File: config.mk
export PLATFORM = sky130hd
export DESIGN_NAME = load_store_unit
export DESIGN_NICKNAME = d
export VERILOG_FILES = /design/src/rtl/load_store_unit.sv
export SDC_FILE = /design/constraint.sdc
export NUM_CORES = 1
export LEC_CHECK = 0
export CAP_MARGIN = 15
export CORE_MARGIN = 4
export CORE_UTILIZATION = 38
export DETAILED_ROUTE_END_ITERATION = 7
export GPL_TIMING_DRIVEN = 0
export HOLD_SLACK_MARGIN = 0.08
export PLACE_DENSITY_LB_ADDON = 0.15
export SLEW_MARGIN = 25
export SYNTH_ARGS = -nofsm -noshare
export SYNTH_HDL_FRONTEND = slang
export SYNTH_SLANG_ARGS = --single-unit
export TNS_END_PERCENT = 5
File: constraint.sdc
create_clock -name clk -period 3.1 [get_ports clk]
set_input_delay 0.62 -clock clk [delete_from_list [all_inputs] [get_ports clk]]
set_output_delay 0.62 -clock clk [all_outputs]
set_load 0.05 [all_outputs]
File: src/rtl/load_store_unit.sv
// Data-memory initiator: one load/store at a time, strobes held WAIT_CYCLES, result through a valid/ready response.
// Latency: resp_valid WAIT_CYCLES+1 cycles after accept (1 cycle for a trapped misaligned word when LSU_MISALIGN_TRAP_EN is defined).
// Backpressure: req_ready only in IDLE; the response is held until resp_ready, then the next request can be taken.
module load_store_unit #(
  parameter int ADDR_W      = 18,
  parameter int WAIT_CYCLES = 1
) (
  input  logic              clk,
  input  logic              reset,
  input  logic              req_valid,
  output logic              req_ready,
  input  logic              req_write,
  input  logic              req_byte,
  input  logic              req_signed,
  input  logic [ADDR_W-1:0] req_addr,
  input  logic [31:0]       req_wdata,
  output logic              resp_valid,
  input  logic              resp_ready,
  output logic [31:0]       resp_rdata,
  output logic              resp_err,
  output logic [ADDR_W-1:0] mem_address,
  output logic [31:0]       mem_write_data,
  output logic              mem_read,
  output logic              mem_write,
  output logic              mem_byte_ops,
  input  logic [31:0]       mem_read_data
);

  typedef enum logic [1:0] {IDLE = 2'd0, ACCESS = 2'd1, RESP = 2'd2} state_t;

  localparam logic [3:0] CNT_INIT = 4'(WAIT_CYCLES - 1);

  state_t      state, state_nxt;
  logic [3:0]  cnt;
  logic        op_write, op_byte, op_signed;
  logic        accept, capture, misalign;
  logic [31:0] load_data;

  always_comb begin
    state_nxt = state;
    accept    = 1'b0;
    capture   = 1'b0;
    misalign  = 1'b0;
    case (state)
      IDLE: begin
        if (req_valid) begin
          accept    = 1'b1;
          state_nxt = ACCESS;
`ifdef LSU_MISALIGN_TRAP_EN
          if (!req_byte && (req_addr[1:0] != 2'b00)) begin
            misalign  = 1'b1;
            state_nxt = RESP;
          end
`endif
        end
      end
      ACCESS: begin
        if (cnt == 4'd0) begin
          capture   = 1'b1;
          state_nxt = RESP;
        end
      end
      RESP: begin
        if (resp_ready) state_nxt = IDLE;
      end
      default: state_nxt = IDLE;
    endcase
  end

  assign req_ready  = (state == IDLE);
  assign resp_valid = (state == RESP);

  always_comb begin
    load_data = mem_read_data;
    if (op_byte) load_data = {{24{op_signed & mem_read_data[7]}}, mem_read_data[7:0]};
    if (op_write) load_data = '0;
  end

  always_ff @(posedge clk) begin
    if (reset) begin
      state          <= IDLE;
      cnt            <= '0;
      op_write       <= 1'b0;
      op_byte        <= 1'b0;
      op_signed      <= 1'b0;
      mem_address    <= '0;
      mem_write_data <= '0;
      mem_read       <= 1'b0;
      mem_write      <= 1'b0;
      mem_byte_ops   <= 1'b0;
      resp_rdata     <= '0;
    end else begin
      state <= state_nxt;
      // Address/data only move on a real access, so they are stable while a strobe is high.
      if (accept && !misalign) begin
        mem_address    <= req_addr;
        mem_write_data <= req_wdata;
        op_write       <= req_write;
        op_byte        <= req_byte;
        op_signed      <= req_signed;
        cnt            <= CNT_INIT;
        mem_read       <= !req_write;
        mem_write      <= req_write;
        mem_byte_ops   <= req_byte;
      end
      if (accept && misalign) resp_rdata <= '0;
      if (state == ACCESS) cnt <= cnt - 4'd1;
      if (capture) begin
        mem_read     <= 1'b0;
        mem_write    <= 1'b0;
        mem_byte_ops <= 1'b0;
        resp_rdata   <= load_data;
      end
    end
  end

`ifdef LSU_MISALIGN_TRAP_EN
  logic resp_err_q;

  always_ff @(posedge clk) begin
    if (reset) begin
      resp_err_q <= 1'b0;
    end else if (accept) begin
      resp_err_q <= misalign;
    end
  end

  assign resp_err = resp_err_q;
`else
  assign resp_err = 1'b0;
`endif

endmodule

# Word level (Yosys, flattened, before mapping)
# Index checks and enable logic that the tools add are counted.
[word_totals]
ff_bits = 94
in_bits = 89
output_inout_bits = 88
word_cells = 36
[op_classes]
add_sub_neg = 1
n_eq_ne = 5
muxes = 12
n_bitwise = 1
n_reduce_logical = 6
[ops]
columns = ["operator", "n"]
rows = [
  ["$mux W32", 2],
  ["$mux W4", 2],
  ["$mux W2", 3],
  ["$pmux W2 S3", 1],
  ["$logic_not A4 Y1", 1],
  ["$mux W1", 4],
  ["$ne A2 B2 Y1 const B", 2],
  ["$sub A4 B1 Y4 const B", 1],
  ["$reduce_and A3 Y1", 1],
  ["$eq A2 B1 Y1 const B", 1],
  ["$eq A2 B2 Y1 const B", 1],
  ["$logic_not A2 Y1", 1],
  ["$ne A2 B1 Y1 const B", 1],
  ["$reduce_bool A2 Y1", 1],
  ["$reduce_or A2 Y1", 1],
  ["$and A1 B1 Y1", 1],
  ["$logic_not A1 Y1", 1],
]

# Logic depth before layout (Yosys ltp)
[depth]
ltp_word = 4
ltp_mapped = 7
mapped_depth_nobuf = 5

# Worst setup path before layout
# OpenSTA, ideal clock, no wires.
[synth_path]
path_kind = "reg-to-output"
from = "reg state[0]"
to = "out resp_valid"
arrival_time_ns = 1.162
required_time_ns = 2.480
slack_ns = 1.318
path_stages_with_launch = 3
path_buffers = 1
cell_sequence = "dfxtp_1 buf_2 nor2b_1"
[synth_via]
elab_chain_cells = 1
[synth_lines]
columns = ["element", "line_no", "source"]
rows = [
  ["start, declared", "33", "state_t state, state_nxt;"],
  ["start signal, assigned", "93", "state <= state_nxt;"],
  ["$eq A2 B2 Y1", "71", "assign resp_valid = (state == RESP);"],
  ["end, declared", "17", "output logic resp_valid,"],
]
# Every way passes these cells.

# Worst setup path in the final report
[layout_path]
from = "reg state[1]"
to = "out resp_valid"
# Same word-level chain as after synthesis.

==> results.ini <==
[setup_path]
cp_slowest_cell = clkdlybuf4s50_1
cp_top_family = buffers and inverters
cp_slowest_stage_delay_ns = 0.85
crit_type = register to output pin
crit_buf_inv = 1
cp_cell_sequence = nor2b_1, clkdlybuf4s50_1
critPathRequiredTime_ns = 2.48
cp_max_fo = 8
end_kind = output pin
critPathLaunchType = register
crit_arrival_ns = 1.89

[clocking]
cts.sinks = 94
post_cts_buffers = 0
path_clk_slew_ns = 0.09
cts_root_buffer = clkbuf_8
cts_tree = built
clock_latency_ns = 0.35
ctsHoldBuffers = 0
numCtsBuffers = 9
cts-htree-levels = 3
postCtsResizedCells = 0
cts.path.max_buffers = 2

[global_routing]
grtUsageMet1 = 0.2333
antenna_found_initial = 0
grt_max_degree = 16
grt_pass1_vias = 3523
met2_usage = 0.3156
grt_pass1_wl_um = 17420
grt-busiest-layer = met2
met3_usage = 0.05057
grt_overflow = 0
track_usage = 0.1890

[routing]
drt_iter0_drc = 150
ant_nets = 0
post_drt_wl_per_cell_um = 14.62
wl_um = 10970
drt-vias-per-instance = 4.953
first_pass_iters = 4
vias = 3715
drc = 0

[sta]
finalClockSkew_ns = 0.01424
slew_headroom = 0.6030
tns_ns = 0
slew_violations = 0
rsz0062_at_grt = no
setup_violations = 0
fmax_mhz = 398.0
hold_viol_final = 0
fin_crit_ns = 2.512
tightest_slew_ns = 0.5955
final.period_utilization = 0.8105

[placed_design]
place_hpwl_um = 8047
numPortBuffers = 174
gp_congestion = 0.7701

[logic_synthesis]
syn_inst = 432
ys_seq_area_frac = 0.5078
yosysUniqueCellTypes = 34
syn_area_um2 = 3706
synth-main-ff-cell = dfxtp_1
syn_avg_cell_area_um2 = 8.579
ys_warn_count = 0
syn-num-nets = 523
synth_edf_count = 0
ys_async_sr_fraction = 0
ys_seq_elements = 94

[cells_and_area]
nFillCells = 856
regArea_um2 = 1882
final_cell_mix = clkdlybuf4s50_1 (174), nand2_1 (111), dfxtp_1 (94)
drive_gt1_frac = 0.06763
fin_nets = 708
antenna_cells_inserted = 0
post-route-util = 0.6219
final_common_cell = clkdlybuf4s50_1
multiInputGateArea_um2 = 1469
synthToLayoutAreaGrowth_pct = 57.26

[power]
ir_drop_v = 0.0002914
power.density_nw_per_um2 = 622.0
leakage_nw = 2.063

[die]
die_w_um = 106.8
ioPinCount = 177
die_y_um = 106.8
placementRows = 35
floorplan.die_area_um2 = 11400
initial_core_util = 0.3955
core_area_um2 = 9371

[status]
status = complete, no violations

[flow_run]
cap_violations = 0

[hold_path]
hp-class = register to register

## worst paths after layout
kind                                     start  cells after the start                            to  slack (ns)
setup / recovery         state[1]$_SDFFE_PP0P_                      2                    resp_valid        0.59
hold / removal    mem_address[11]$_SDFFE_PP0P_                      2  mem_address[11]$_SDFFE_PP0P_        0.45
setup reg to reg           cnt[0]$_SDFFE_PP0P_                      7   resp_rdata[24]$_SDFFE_PP0P_        1.36
hold reg to reg   mem_address[11]$_SDFFE_PP0P_                      2  mem_address[11]$_SDFFE_PP0P_        0.45
## flip-flops by register name, indices dropped and copies added (netlist names)
name and flops:
resp_rdata 32, mem_write_data 32, mem_address 18, op_byte 1, mem_write 1, op_signed 1
cnt 4, mem_byte_ops 1, state 2, op_write 1, mem_read 1
## stage by stage
| stage | cell area, um^2 | total power, mW | std cells | setup slack, ns | hold slack (ns) |
|---|---|---|---|---|---|
| after CTS | 5828 | 3.656 | 750 | 0.5612 | 0.4577 |
| final | 5828 | 3.625 | 750 | 0.5876 | 0.4542 |
| after floorplan | 3706 | 2.286 | 432 | 1.318 | 0.4366 |
| after global placement | 5609 | 2.740 | 735 | 1.005 | 0.4411 |
| after detailed placement | 5609 | 2.757 | 735 | 0.9805 | 0.4464 |
| after global routing | 5828 | 3.807 | 750 | 0.4686 | 0.4759 |
## cell usage after synthesis, types with 2 or more instances
library cell	count	share of area
nand2_1	111	0.11
dfxtp_1	94	0.51
a21oi_1	62	0.084
inv_1	28	0.028
o211ai_1	24	0.049
o32ai_1	24	0.057
clkbuf_1	15	0.015
buf_2	14	0.019
nand4b_1	8	0.019
o21ai_0	8	0.011
buf_6	6	0.018
nor2_1	6	0.0061
a211oi_1	4	0.0081
buf_4	3	0.0061
buf_8	2	0.0081
ha_1	2	0.0068
nand2b_1	2	0.0034
nor2b_1	2	0.0034
or3b_1	2	0.0047
## metal layers
metal	vias to the layer above	part of all wire
met4	0	0.020
met2	124	0.48
met5	-	0
li1	1845	-
met1	1728	0.43
met3	18	0.070
## tightest hold or removal path: cells and delay by family (launching register included)
| family | cells | cell delay, ns |
|---|---|---|
| simple gates | 1 | 0.05 |
| compound gates | 1 | 0.05 |
| flops | 1 | 0.31 |
## power breakdown
group	leakage [nW]	switching [mW]	internal (mW)	total [mW]
Sequential	0.769	0.0683	1.33	1.40
Clock	0.109	0.424	0.474	0.898
Combinational	1.19	0.834	0.493	1.33
## cells by family (layout without fill, tap and decap cells)
logic type | Yosys count | count (layout) | synth area share
other | 1 | 1 | 0.001012
adder cells (fa/ha/maj) | 2 | 2 | 0.006751
AO/OA/AOI/OAI | 128 | 128 | 0.2211
flip-flops | 94 | 94 | 0.5078
multiplexers | 1 | 1 | 0.002701
AND/OR/NAND/NOR | 137 | 137 | 0.1648
buffers and inverters | 69 | 258 | 0.09588
## final cells by class
cell class                 count  share of cell area
buffer                        41             0.04294
clock buffer                  10             0.02362
clock inverter                 5             0.01395
inverter                      28             0.01803
multi-input combinational    269              0.2520
sequential                    94              0.3229
tap                          129             0.02769
timing repair buffer         174              0.2988
Power figures use the tool's default switching activity.
